<file path="config.mk">
export PLATFORM = sky130hd
export DESIGN_NAME = decoder_scan_ctrl
export DESIGN_NICKNAME = d
export VERILOG_FILES = /design/src/rtl/scan_pkg.sv /design/src/rtl/next_chan_sel.sv /design/src/rtl/decoder_scan_ctrl.sv
export SDC_FILE = /design/constraint.sdc
export NUM_CORES = 1
export LEC_CHECK = 0
export ABC_AREA = 1
export CORE_MARGIN = 2
export CORE_UTILIZATION = 45
export CTS_CLUSTER_DIAMETER = 30
export CTS_CLUSTER_SIZE = 8
export DETAILED_ROUTE_END_ITERATION = 8
export PLACE_DENSITY = 0.68
export SETUP_SLACK_MARGIN = 0.05
export SLEW_MARGIN = 20
export SYNTH_ARGS = -nofsm -noshare
export SYNTH_HDL_FRONTEND = slang
export SYNTH_SLANG_ARGS = --single-unit
</file>
<file path="constraint.sdc">
create_clock -name clk -period 7.8 [get_ports clk]
set_input_delay 1.17 -clock clk [delete_from_list [all_inputs] [get_ports clk]]
set_output_delay 1.17 -clock clk [all_outputs]
set_load 0.01 [all_outputs]
</file>
<file path="src/rtl/scan_pkg.sv">
// Shared definitions for the decoder scan controller: FSM encoding and
// decoder enable codes.
package scan_pkg;

    typedef enum logic [1:0] {
        IDLE  = 2'd0,
        BLANK = 2'd1,
        DWELL = 2'd2
    } scan_state_e;

    localparam logic [2:0] EN_ACTIVE = 3'b100;
    localparam logic [2:0] EN_OFF    = 3'b000;

endpackage

</file>
<file path="src/rtl/next_chan_sel.sv">
// Finds the next unmasked channel above cur_i, wrapping 7->0; cur_i itself is
// the last candidate, so a single unmasked channel selects itself with wrap_o.
module next_chan_sel (
    input  logic [2:0] cur_i,
    input  logic [7:0] mask_i,
    output logic [2:0] nxt_o,
    output logic       wrap_o,
    output logic       none_o
);

    logic [2:0] cand;
    logic       found;

    always_comb begin
        nxt_o = cur_i;
        cand  = cur_i;
        found = 1'b0;
        for (int i = 1; i <= 8; i++) begin
            cand = cur_i + 3'(i);
            if (!found && !mask_i[cand]) begin
                nxt_o = cand;
                found = 1'b1;
            end
        end
    end

    assign wrap_o = (nxt_o <= cur_i);
    assign none_o = &mask_i;

endmodule

</file>
<file path="src/rtl/decoder_scan_ctrl.sv">
// Scans decoder channels 0..7 with a blanking gap before each channel and a
// programmable dwell, skipping masked channels; continuous or single sweep.
module decoder_scan_ctrl
    import scan_pkg::*;
#(
    parameter int DWELL_W   = 16,
    parameter int BLANK_CYC = 2
) (
    input  logic               clk,
    input  logic               rst,
    input  logic               start_i,
    input  logic               stop_i,
    input  logic               mode_i,
    input  logic [7:0]         mask_i,
    input  logic [DWELL_W-1:0] dwell_i,
    output logic [2:0]         data_o,
    output logic [2:0]         en_o,
    output logic               busy_o,
    output logic               sweep_done_o
);

    localparam int BLK_W = (BLANK_CYC > 1) ? $clog2(BLANK_CYC) : 1;
    localparam logic [BLK_W-1:0] BLK_LOAD = BLK_W'(BLANK_CYC - 1);

    scan_state_e        state_q, state_d;
    logic [2:0]         data_q, data_d;
    logic [2:0]         en_q, en_d;
    logic               busy_q, busy_d;
    logic               done_q, done_d;
    logic               mode_q, mode_d;
    logic [BLK_W-1:0]   blank_q, blank_d;
    logic [DWELL_W-1:0] dwell_q, dwell_d;

    logic [2:0]         sel_cur, sel_nxt;
    logic               sel_wrap, sel_none;
    logic [DWELL_W-1:0] dwell_load;

    // From IDLE, searching above channel 7 yields the lowest unmasked channel.
    assign sel_cur    = (state_q == IDLE) ? 3'd7 : data_q;
    assign dwell_load = (dwell_i == '0) ? DWELL_W'(1) : dwell_i;

    next_chan_sel u_sel (
        .cur_i  (sel_cur),
        .mask_i (mask_i),
        .nxt_o  (sel_nxt),
        .wrap_o (sel_wrap),
        .none_o (sel_none)
    );

    always_comb begin
        state_d = state_q;
        data_d  = data_q;
        done_d  = 1'b0;
        mode_d  = mode_q;
        blank_d = blank_q;
        dwell_d = dwell_q;
        case (state_q)
            IDLE: begin
                if (start_i && !stop_i && !sel_none) begin
                    state_d = BLANK;
                    data_d  = sel_nxt;
                    blank_d = BLK_LOAD;
                    mode_d  = mode_i;
                end
            end
            BLANK: begin
                if (stop_i) begin
                    state_d = IDLE;
                end else if (blank_q == '0) begin
                    state_d = DWELL;
                    dwell_d = dwell_load;
                end else begin
                    blank_d = blank_q - BLK_W'(1);
                end
            end
            DWELL: begin
                if (stop_i) begin
                    state_d = IDLE;
                end else if (dwell_q <= DWELL_W'(1)) begin
                    if (sel_none || (sel_wrap && mode_q)) begin
                        done_d  = 1'b1;
                        state_d = IDLE;
                    end else begin
                        done_d  = sel_wrap;
                        state_d = BLANK;
                        data_d  = sel_nxt;
                        blank_d = BLK_LOAD;
                    end
                end else begin
                    dwell_d = dwell_q - DWELL_W'(1);
                end
            end
            default: state_d = IDLE;
        endcase
        en_d   = (state_d == DWELL) ? EN_ACTIVE : EN_OFF;
        busy_d = (state_d != IDLE);
    end

    always_ff @(posedge clk or posedge rst) begin
        if (rst) begin
            state_q <= IDLE;
            data_q  <= 3'd0;
            en_q    <= EN_OFF;
            busy_q  <= 1'b0;
            done_q  <= 1'b0;
            mode_q  <= 1'b0;
            blank_q <= '0;
            dwell_q <= '0;
        end else begin
            state_q <= state_d;
            data_q  <= data_d;
            en_q    <= en_d;
            busy_q  <= busy_d;
            done_q  <= done_d;
            mode_q  <= mode_d;
            blank_q <= blank_d;
            dwell_q <= dwell_d;
        end
    end

    assign data_o       = data_q;
    assign en_o         = en_q;
    assign busy_o       = busy_q;
    assign sweep_done_o = done_q;

endmodule

</file>
# Word level (Yosys, flattened, before mapping)

Index checks and enable logic that the tools add are counted.

Register bits after elaboration: 28
Bits in latches: 0
RAM bits: 0
ROM bits: 0
Input port bits: 29
Output and inout bits: 8
Word-level logic and storage cells: 136
Memories kept: 0

$add $sub $neg: 9
Multipliers: 0
Div/mod/pow operators: 0
Magnitude comparators: 10
Equal/unequal tests: 10
Shift-type cells: 0
Mux-type cells: 62
Bitwise gates (word level): 0
Reduce and logical (&&, ||, !) cells: 37

Operators with widths:

| cell                                                            | count |
|---|---|
| two-way mux 16 bit                                              | 5 |
| two-way mux 3 bit                                               | 14 |
| < comparator 3 x 4 -> 1 bit, second input constant              | 8 |
| one-hot mux 16 bit (2 select lines)                             | 1 |
| two-way mux 1 bit                                               | 26 |
| binary-select mux 1 bit (select 3 bit)                          | 8 |
| less-or-equal comparator 16 x 1 -> 1 bit, second input constant | 1 |
| logical NOT 16 bit                                              | 1 |
| subtractor 16 x 1 -> 16 bit, second input constant              | 1 |
| logical NOT 1 bit                                               | 15 |
| adder 3 bit, second input constant                              | 4 |
| inequality test 2 bit, second input constant                    | 6 |
| logical AND 1 bit                                               | 10 |
| two-way mux 2 bit                                               | 5 |
| AND reduction 5 bit                                             | 2 |
| AND reduction 8 bit                                             | 1 |
| adder 3 x 2 -> 3 bit, second input constant                     | 2 |
| one-hot mux 2 bit (3 select lines)                              | 1 |
| one-hot mux 3 bit (2 select lines)                              | 1 |
| AND reduction 6 bit                                             | 1 |
| nonzero test 2 bit                                              | 3 |
| equality test 2 bit, second input constant                      | 2 |
| adder 3 x 1 -> 3 bit, second input constant                     | 1 |
| less-or-equal comparator 3 bit                                  | 1 |
| 8 further kinds                                                 | 8 |

# Logic depth before layout (Yosys ltp)

Gate-level depths: netlist of the first run.

Depth after elaboration: 35
Mapped depth: 29
Gate-level depth less buffers: 28

# Hierarchy

From an unflattened synthesis of the first run, not the netlist that was laid out.

Cell total of the unflattened synthesis: 433
Area total of the unflattened synthesis: 2648.8 um2

By module, submodules not included:

| module            | times used | cells an instance | area an instance (um2) | sequential area each (um2) |
|---|---|---|---|---|
| decoder_scan_ctrl | 1          | 282               | 1784.2                 | 650.6 |
| next_chan_sel     | 1          | 151               | 864.6                  | 0.0 |

# Least setup slack after synthesis of the first run

No wires, ideal clock.

Path kind: input port to flip-flop
Start point: input port mask_i[1]
End point: register data_q[1] (netlist: data_o[1])
Setup time: 0.117 ns
Data arrival time: 3.290 ns
Required time: 7.683 ns
Path slack: 4.392 ns
Cell stages on the path: 21
Buffers on the path: 0
Cell sequence: inv_1 -> nand3_1 -> nand3_1 -> nand3_1 -> nand2_1 -> nor2_4 -> nand4_2 -> o21ai_0 -> inv_1 -> nand2_1 -> a21oi_2 -> ha_1 -> nand2_1 -> inv_1 -> a221o_1 -> nand2_2 -> nand2_2 -> nand2_2 -> nand2_4 -> nand3_1 -> nand2_1

Word-level cells in the longest chain between the ends: 28
Elaborated cells on any way between the ends: 65
Those cells by class: order compare: 1; eq/ne: 2; mux: 36; reduce/logical: 26

RTL lines:

| what                                    | line                     | source |
|---|---|---|
| start: declaration                      | decoder_scan_ctrl.sv:14  | `input logic [7:0] mask_i,` |
| binary-select mux 1 bit (select 3 bit)  | next_chan_sel.sv:20      | `if (!found && !mask_i[cand]) begin` |
| two-way mux 1 bit (not written as such) | next_chan_sel.sv:20      |  |
| logical NOT 1 bit                       | next_chan_sel.sv:20      |  |
| logical AND 1 bit                       | next_chan_sel.sv:20      |  |
| two-way mux 1 bit                       | next_chan_sel.sv:20      |  |
| logical NOT 1 bit                       | next_chan_sel.sv:20      |  |
| logical AND 1 bit                       | next_chan_sel.sv:20      |  |
| two-way mux 1 bit                       | next_chan_sel.sv:20      |  |
| (+12 left out)                          | --                       |  |
| logical NOT 1 bit                       | next_chan_sel.sv:20      |  |
| logical AND 1 bit                       | next_chan_sel.sv:20      |  |
| two-way mux 3 bit                       | next_chan_sel.sv:20      |  |
| less-or-equal comparator 3 bit          | next_chan_sel.sv:27      | `assign wrap_o = (nxt_o <= cur_i);` |
| logical AND 1 bit                       | decoder_scan_ctrl.sv:80  | `if (sel_none \|\| (sel_wrap && mode_q)) begin` |
| logical OR 1 bit                        | decoder_scan_ctrl.sv:80  |  |
| inequality test 2 bit (no line)         | --                       |  |
| AND reduction 5 bit (no line)           | --                       |  |
| end signal: assignment                  | decoder_scan_ctrl.sv:111 | `data_q <= data_d;` |
| end: declaration                        | decoder_scan_ctrl.sv:26  | `logic [2:0] data_q, data_d;` |

Several ways; a longest one is shown, not always the timed one. The select of a mux whose other input is x is not followed.
A chain may end at the register's enable or synchronous reset.

# Final worst setup path of the first run

Start point: register data_q[0] (netlist: data_o[0])
End point: register data_q[1] (netlist: data_o[1])

Word-level cells in the longest chain between the ends: 30
Elaborated cells on any way between the ends: 69
Those cells by class: add/sub: 7; order compare: 1; eq/ne: 1; mux: 37; reduce/logical: 23

RTL lines:

| what                                    | line                    | source |
|---|---|---|
| two-way mux 3 bit (*)                   | decoder_scan_ctrl.sv:39 | `assign sel_cur = (state_q == IDLE) ? 3'd7 : data_q;` |
| adder 3 x 2 -> 3 bit                    | next_chan_sel.sv:19     | `cand = cur_i + 3'(i);` |
| binary-select mux 1 bit (select 3 bit)  | next_chan_sel.sv:20     |  |
| two-way mux 1 bit (not written as such) | next_chan_sel.sv:20     |  |
| logical NOT 1 bit                       | next_chan_sel.sv:20     |  |
| logical AND 1 bit                       | next_chan_sel.sv:20     |  |
| two-way mux 1 bit                       | next_chan_sel.sv:20     |  |
| logical NOT 1 bit                       | next_chan_sel.sv:20     |  |
| (+14 left out)                          | --                      |  |
| logical NOT 1 bit                       | next_chan_sel.sv:20     |  |
| logical AND 1 bit                       | next_chan_sel.sv:20     |  |
| two-way mux 3 bit                       | next_chan_sel.sv:20     |  |
| less-or-equal comparator 3 bit          | next_chan_sel.sv:27     |  |
| logical AND 1 bit                       | decoder_scan_ctrl.sv:80 |  |
| logical OR 1 bit                        | decoder_scan_ctrl.sv:80 |  |
| inequality test 2 bit (no line)         | --                      |  |
| AND reduction 5 bit (no line)           | --                      |  |

Every way passes the cells marked *; elsewhere a longest branch is shown, timed or not. The select of a mux whose other input is x is not followed.

==> results of run 1 <==
[cells by family (layout without fill, tap and decap cells)]
logic type / after synthesis / in the layout
flops: 26 / 26
mux: 1 / 1
fa+ha+maj: 5 / 5
buf+inv: 54 / 78
compound gates: 56 / 56
xor+xnor: 6 / 6
other cells: 1 / 2
simple gates: 243 / 243
[power breakdown]
part           switching, W  internal, W
Combinational      0.000512     0.000276
Clock             0.0000426    0.0000347
Sequential        0.0000583     0.000192
[worst reg2reg max path: stages (launching register included)]
cell,delay [ps]
dfrtp_1,450
inv_1,420
o21ai_2,360
ha_1,480
inv_1,190
nand3_1,120
nand3_1,120
nand2_1,130
nor2_4,150
nand4_2,160
o21ai_0,200
inv_1,50
nand2_1,80
a21oi_2,60
ha_1,280
nand2_1,60
inv_1,50
a221o_1,330
nand2_2,80
nand2_2,60
nand2_2,70
nand2_4,70
nand2_4,100
nand2_1,50
nand2_1,60
[state kept, by name (all words and copies together), names as in the netlist]
signal        flops
blank_q           1
busy_o            1
data_o            3
dwell_q          16
en_o              1
mode_q            1
state_q           2
sweep_done_o      1
[layout make-up]
class                           count  area (um^2)  share of cell area
Multi-Input combinational cell    313         1670               0.567
Sequential cell                    26          651               0.221
Timing Repair Buffer               34          340               0.115
Inverter                           41          154              0.0522
Tap cell                           72         90.1              0.0305
Clock buffer                        3         41.3              0.0140
[cell usage in the layout, fill, tap and decap left out, types with 3 or more instances in the layout]
cell | netlist | layout
nor3_1 | 3 | 3
ha_1 | 5 | 5
nor4_1 | 6 | 6
xnor2_1 | 3 | 3
a31oi_1 | 4 | 4
xor2_1 | 3 | 3
o21ai_0 | 21 | 21
nand2_1 | 110 | 110
nor2_4 | 4 | 4
nand2_4 | 4 | 4
nor2_1 | 33 | 33
nand4_1 | 3 | 3
inv_1 | 37 | 36
nand3_1 | 55 | 55
a21oi_1 | 8 | 8
o22ai_1 | 4 | 4
o211ai_1 | 3 | 3
nand2_2 | 11 | 11
inv_2 | 4 | 5
clkbuf_8 | 0 | 3
nand3_2 | 8 | 8
dfrtp_1 | 26 | 26
o21ai_1 | 3 | 3
clkdlybuf4s50_1 | 0 | 34
[through the flow]
| stage | instances | hold slack, ps | power [W] |
|---|---|---|---|
| floorplan | 393 | 452 | 0.000868 |
| global placement | 486 | 468 | 0.00102 |
| detailed placement | 486 | 484 | 0.00103 |
| CTS | 489 | 503 | 0.00111 |
| global route | 489 | 551 | 0.00124 |
| finish | 489 | 508 | 0.00112 |
[layer usage]
metal	wire length [um]	global-route usage	vias up
met5	0	0	-
met4	130	0.0466	0
met3	346	0.0318	15
met2	3210	0.399	95
met1	2870	0.277	1251
li1	-	-	1360
[final timing paths]
path,to,startpoint,slack (ps)
worst max register to register,data_o[1]$_DFFE_PP0P_,data_o[0]$_DFFE_PP0P_,3560
worst max-delay path,data_o[1]$_DFFE_PP0P_,data_o[0]$_DFFE_PP0P_,3560
worst min register to register,dwell_q[10]$_DFFE_PP0P_,dwell_q[10]$_DFFE_PP0P_,510
max in group asynchronous,dwell_q[8]$_DFFE_PP0P_,rst,6160
worst min-delay path,dwell_q[10]$_DFFE_PP0P_,dwell_q[10]$_DFFE_PP0P_,510
min in group asynchronous,dwell_q[5]$_DFFE_PP0P_,rst,1260
==> out/metrics.yaml, run 1 <==
cpMostUsedCell: "nand2_1"
clkTransAtPathRegs_ps: 90
critPathCaptureType: "flip-flop"
cts_max_path_buffers: 2
synthMuxAreaShare: 0.00441
final_max_slew_viol_count: 0
grt_max_degree: 27
max_cap_viol_count: 0
layout-drive-gt1-share: 0.110
synth.area.top_cells: "dfrtp_1 (25%), nand2_1 (16%), nand3_1 (11%)"
synth_most_common_cell: "nand2_1"
path_cells: "inv_1 -> o21ai_2 -> ha_1 -> inv_1 -> nand3_1 -> nand3_1 -> nand2_1 -> nor2_4 -> nand4_2 -> o21ai_0 -> inv_1 -> nand2_1 -> a21oi_2 -> ha_1 -> nand2_1 -> inv_1 -> a221o_1 -> nand2_2 -> nand2_2 -> nand2_2 -> nand2_4 -> nand2_4 -> nand2_1 -> nand2_1"
dp_hpwl_um: 5100
synthXorXnorAreaFrac: 0.0206
status: "finished clean"
min_path_type: "reg -> reg"
io_pins: 37
p_leak_nw: 1.39
yosysUniqueCellTypes: 43
required_ps: 8020
startpoint_type: "flip-flop"
rsz0062_at_grt: "false"
post_cts_buffers: 0
cts.sinks: 26
max-vdd-ir-drop_mv: 0.192
place_congestion: 0.974
relSlewSlack: 0.449
stdcell_area_mm2: 0.00295
setup_viol: 0
syn_avg_cell_area_um2: 6.52
drt-wirelength-per-cell_um: 13.4
post-place-ws_ps: 3600
power_density_mw_per_mm2: 379
grt-ovfl-total: 0
first_iter_violations: 167
viasPerCell: 5.56
dieArea_mm2: 0.00630
synth-async-reset-ratio: 1.00
htreeDepth: 1
synth-seq-cells: 26
detail-route-antenna-nets: 0
syn_area_mm2: 0.00255
r2r_cells: 24
synth_commonest_cells: "nand2_1 (110), nand3_1 (55), inv_1 (37)"
first_global_vias: 2505
tns_ps: 0
cts_buffers: 3
cp_slowest_stage_delay_ps: 470
synth_edf_count: 0
core_mm2: 0.00551
grt_usage: 0.220
synth-compound-area-share: 0.134
initial_core_util: 0.464
holdBufCountCts: 0
antenna_cells: 0
arrival_ps: 4460
placed_area_mm2: 0.00291
drc_errors: 0
insertion_delay_ps: 270
synthCells: 392
row_count: 27
antenna_found_initial: 0
synth_ff_type: "dfrtp_1"
cts_root_buf: "clkbuf_8"
post_cts_resized: 0
wl_um: 6560
fin_crit_ps: 4240
fillers: 552
ys_seq_area_frac: 0.255
synth_top_area_cell: "dfrtp_1"
via_count: 2721
fin_crit_sh: 0.544
worstSetupPathType: "reg -> reg"
path_buf_inv: 4
worstMarginPinSlew_ps: 825
setup_ws_ps: 3560
path_delay_family: "simple AND/OR/NAND/NOR gates"
fin_util: 0.536
critPathSlowestCell: "ha_1"
nets: 453
area_growth_pct: 15.4
dieWidth_um: 79.4
skew_ps: 3.75
crit_cells: 24
dr.pass1.iters: 5
synth-simple-area-share: 0.469
grt_pass1_wl_um: 11300
synth_top_family_by_area: "simple AND/OR/NAND/NOR gates"
path_max_fanout: 16
cts_tree: "yes"
synthAdderAreaFrac: 0.0245
ys_warn_count: 0
hold_viol: 0
die_height_um: 79.4
whs_path_depth: 2
io_buffers: 34
fmaxAchievable_mhz: 236
yosys.area.top_type_share: 0.255
Note: power is estimated with default switching activity, not from simulation.
==> run 2: changes to the inputs <==
--- a/config.mk
+++ b/config.mk
@@ -11,7 +11,7 @@
 export CTS_CLUSTER_DIAMETER = 30
 export CTS_CLUSTER_SIZE = 8
 export DETAILED_ROUTE_END_ITERATION = 8
-export PLACE_DENSITY = 0.68
+export PLACE_DENSITY = 0.71
 export SETUP_SLACK_MARGIN = 0.05
 export SLEW_MARGIN = 20
 export SYNTH_ARGS = -nofsm -noshare
==> constraint.sdc (replaced) <==
create_clock -name clk -period 3.9 [get_ports clk]
set_input_delay 0.585 -clock clk [delete_from_list [all_inputs] [get_ports clk]]
set_output_delay 0.585 -clock clk [all_outputs]
set_load 0.01 [all_outputs]
==> run 2 against run 1 <==
Effect of this change: die area unchanged; sequential share of layout area down 0.50 points; critical path depth up 1; cell count up 1.0%; utilization up 1.5 points; routed wire length up 1.9%.
==> out/metrics.yaml, run 2 (synthesized netlist as in run 1, its figures left out) <==
antenna_found_initial: 0  # unchanged
r2r_start: "state_q[1]$_DFF_PP0_"  # was data_o[0]$_DFFE_PP0P_
top_register: "dwell_q"  # unchanged
die_height_um: 79.4  # unchanged
path_delay_family: "simple AND/OR/NAND/NOR gates"  # unchanged
area_growth_pct: 18.6  # was 15.4%
layout-drive-gt1-share: 0.130  # was 0.110
fillers: 543  # was 552
dp_hpwl_um: 5160  # was 5100 um
cts.sinks: 26  # unchanged
skew_ps: 5.86  # was 3.75 ps
power_density_mw_per_mm2: 784  # was 379 mW/mm^2
switching_share: 0.534  # was 0.549
grt_max_degree: 27  # unchanged
startpoint_type: "flip-flop"  # unchanged
row_count: 27  # unchanged
antenna_cells: 0  # unchanged
first_global_vias: 2517  # was 2505
drc_errors: 0  # unchanged
fin_crit_ps: 3520  # was 4240 ps
p_sw_w: 0.00127  # was 0.000613 W
layout_common_cells: "nand2_1 (110), nand3_1 (55), inv_1 (35), clkdlybuf4s50_1 (34), nor2_1 (33)"  # was nand2_1 (110), nand3_1 (55), inv_1 (36), clkdlybuf4s50_1 (34), nor2_1 (33)
place_congestion: 0.917  # was 0.974
grt_pass1_wl_um: 11200  # was 11300 um
path_max_fanout: 15  # was 16
via_count: 2727  # was 2721
wl_um: 6680  # was 6560 um
clkTransAtPathRegs_ps: 100  # was 90 ps
worstSetupPathType: "reg -> reg"  # unchanged
initial_core_util: 0.464  # unchanged
comb_power_share: 0.690  # was 0.706
io_buffers: 34  # unchanged
p_clk_frac: 0.099  # was 0.069
grt_usage: 0.220  # about the same
post_cts_buffers: 0  # unchanged
multi_input_area_mm2: 0.00169  # was 0.00167 mm^2
worstMarginPinSlew_ps: 596  # was 825 ps
min_path_type: "reg -> reg"  # unchanged
rsz0062_at_grt: "false"  # unchanged
detail-route-antenna-nets: 0  # unchanged
cpMostUsedCell: "nand2_1"  # unchanged
status: "finished clean"  # unchanged
dr.pass1.iters: 4  # was 5
relSlewSlack: 0.602  # was 0.449
insertion_delay_ps: 280  # was 270 ps
max_cap_viol_count: 0  # unchanged
dieArea_mm2: 0.00630  # unchanged
placed_area_mm2: 0.00294  # was 0.00291 mm^2
cts_max_path_buffers: 2  # unchanged
fin_crit_sh: 0.902  # was 0.544
fmaxAchievable_mhz: 284  # was 236 MHz
p_int_w: 0.00111  # was 0.000503 W
grt-ovfl-total: 0  # unchanged
p_leak_nw: 1.43  # was 1.39 nW
fin_util: 0.550  # was 0.536
stdcell_area_mm2: 0.00303  # was 0.00295 mm^2
seqPwrFrac: 0.211  # was 0.224
viasPerCell: 5.52  # was 5.56
dieWidth_um: 79.4  # unchanged
cts_tree: "yes"  # unchanged
drt-wirelength-per-cell_um: 13.5  # was 13.4 um
cp_slowest_stage_delay_ps: 460  # was 470 ps
cts_buffers: 3  # unchanged
setup_viol: 0  # unchanged
first_iter_violations: 195  # was 167
layout_commonest_cell: "nand2_1"  # unchanged
nets: 457  # was 453
io_pins: 37  # unchanged
htreeDepth: 1  # unchanged
largest_reg_flops: 16  # unchanged
critPathLaunch: "state_q[1]$_DFF_PP0_"  # was data_o[0]$_DFFE_PP0P_
regArea_um2: 653  # was 651 um^2
critPathSlowestCell: "dfrtp_2"  # was ha_1
post-place-ws_ps: 182  # was 3600 ps
path_buf_inv: 4  # unchanged
tns_ps: 0  # unchanged
max-vdd-ir-drop_mv: 0.288  # was 0.192 mV
critPathCaptureType: "flip-flop"  # unchanged
arrival_ps: 3740  # was 4460 ps
hold_viol: 0  # unchanged
final_max_slew_viol_count: 0  # unchanged
core_mm2: 0.00551  # unchanged
hold_start: "dwell_q[10]$_DFFE_PP0P_"  # unchanged
cts_root_buf: "clkbuf_8"  # unchanged
required_ps: 4120  # was 8020 ps
setup_ws_ps: 382  # was 3560 ps
-- run 2: changes by cell type in the layout (fill, tap and decap cells not counted), sizes merged --
cell / previous run / this run
buf: 0 / 4
bufinv: 0 / 1
-- run 2: repair_timing --
action,4_1_cts,5_1_grt
gates resized for setup,0,5
hold buffers,0,0
setup endpoints to repair,0,7
-- run 2: power by group through the flow --
| stage | registers (W) | clock network, W | logic (W) |
|---|---|---|---|
| after floorplan | 0.000490 | 0 | 0.00125 |
| after global placement | 0.000502 | 0 | 0.00157 |
| after detailed placement | 0.000503 | 0 | 0.00159 |
| after CTS | 0.000500 | 0.000235 | 0.00160 |
| after global routing | 0.000520 | 0.000247 | 0.00183 |
| final | 0.000501 | 0.000234 | 0.00164 |
-- run 2: tightest hold or removal path: cells and delay by family (launching register included) --
kind,cells,cell delay (ps)
flip-flops,1,360
AND/OR/NAND/NOR,1,60
AO/OA/AOI/OAI,1,50
-- run 2: final timing paths --
kind                                                end  slack (ps)  cells past startpoint
worst max-delay path              data_o[1]$_DFFE_PP0P_         380                     25
worst min-delay path            dwell_q[10]$_DFFE_PP0P_         500                      2
worst max register to register    data_o[1]$_DFFE_PP0P_         380                     25
worst min register to register  dwell_q[10]$_DFFE_PP0P_         500                      2
max in group asynchronous          state_q[1]$_DFF_PP0_        2840                      2
min in group asynchronous         data_o[2]$_DFFE_PP0P_         670                      2
-- run 2: metal layers --
metal	share of wire	track usage
met5	0	0
met4	0.016	0.0466
met3	0.044	0.0261
met2	0.48	0.393
met1	0.46	0.285
-- run 2: through the flow --
stage	power [W]	hold WS, ps	std cells
after detailed placement	0.00210	472	490
after floorplan	0.00174	452	393
after global routing	0.00260	538	494
after global placement	0.00207	469	490
after CTS	0.00234	497	494
final	0.00237	496	494
-- run 2: area by class of cell --
cell class | count | share of cell area
inverter | 41 | 0.0508
timing repair buffer | 38 | 0.122
clock buffer | 3 | 0.0136
sequential | 26 | 0.216
multi-input combinational | 313 | 0.558
clock inverter | 1 | 0.00991
tap | 72 | 0.0297
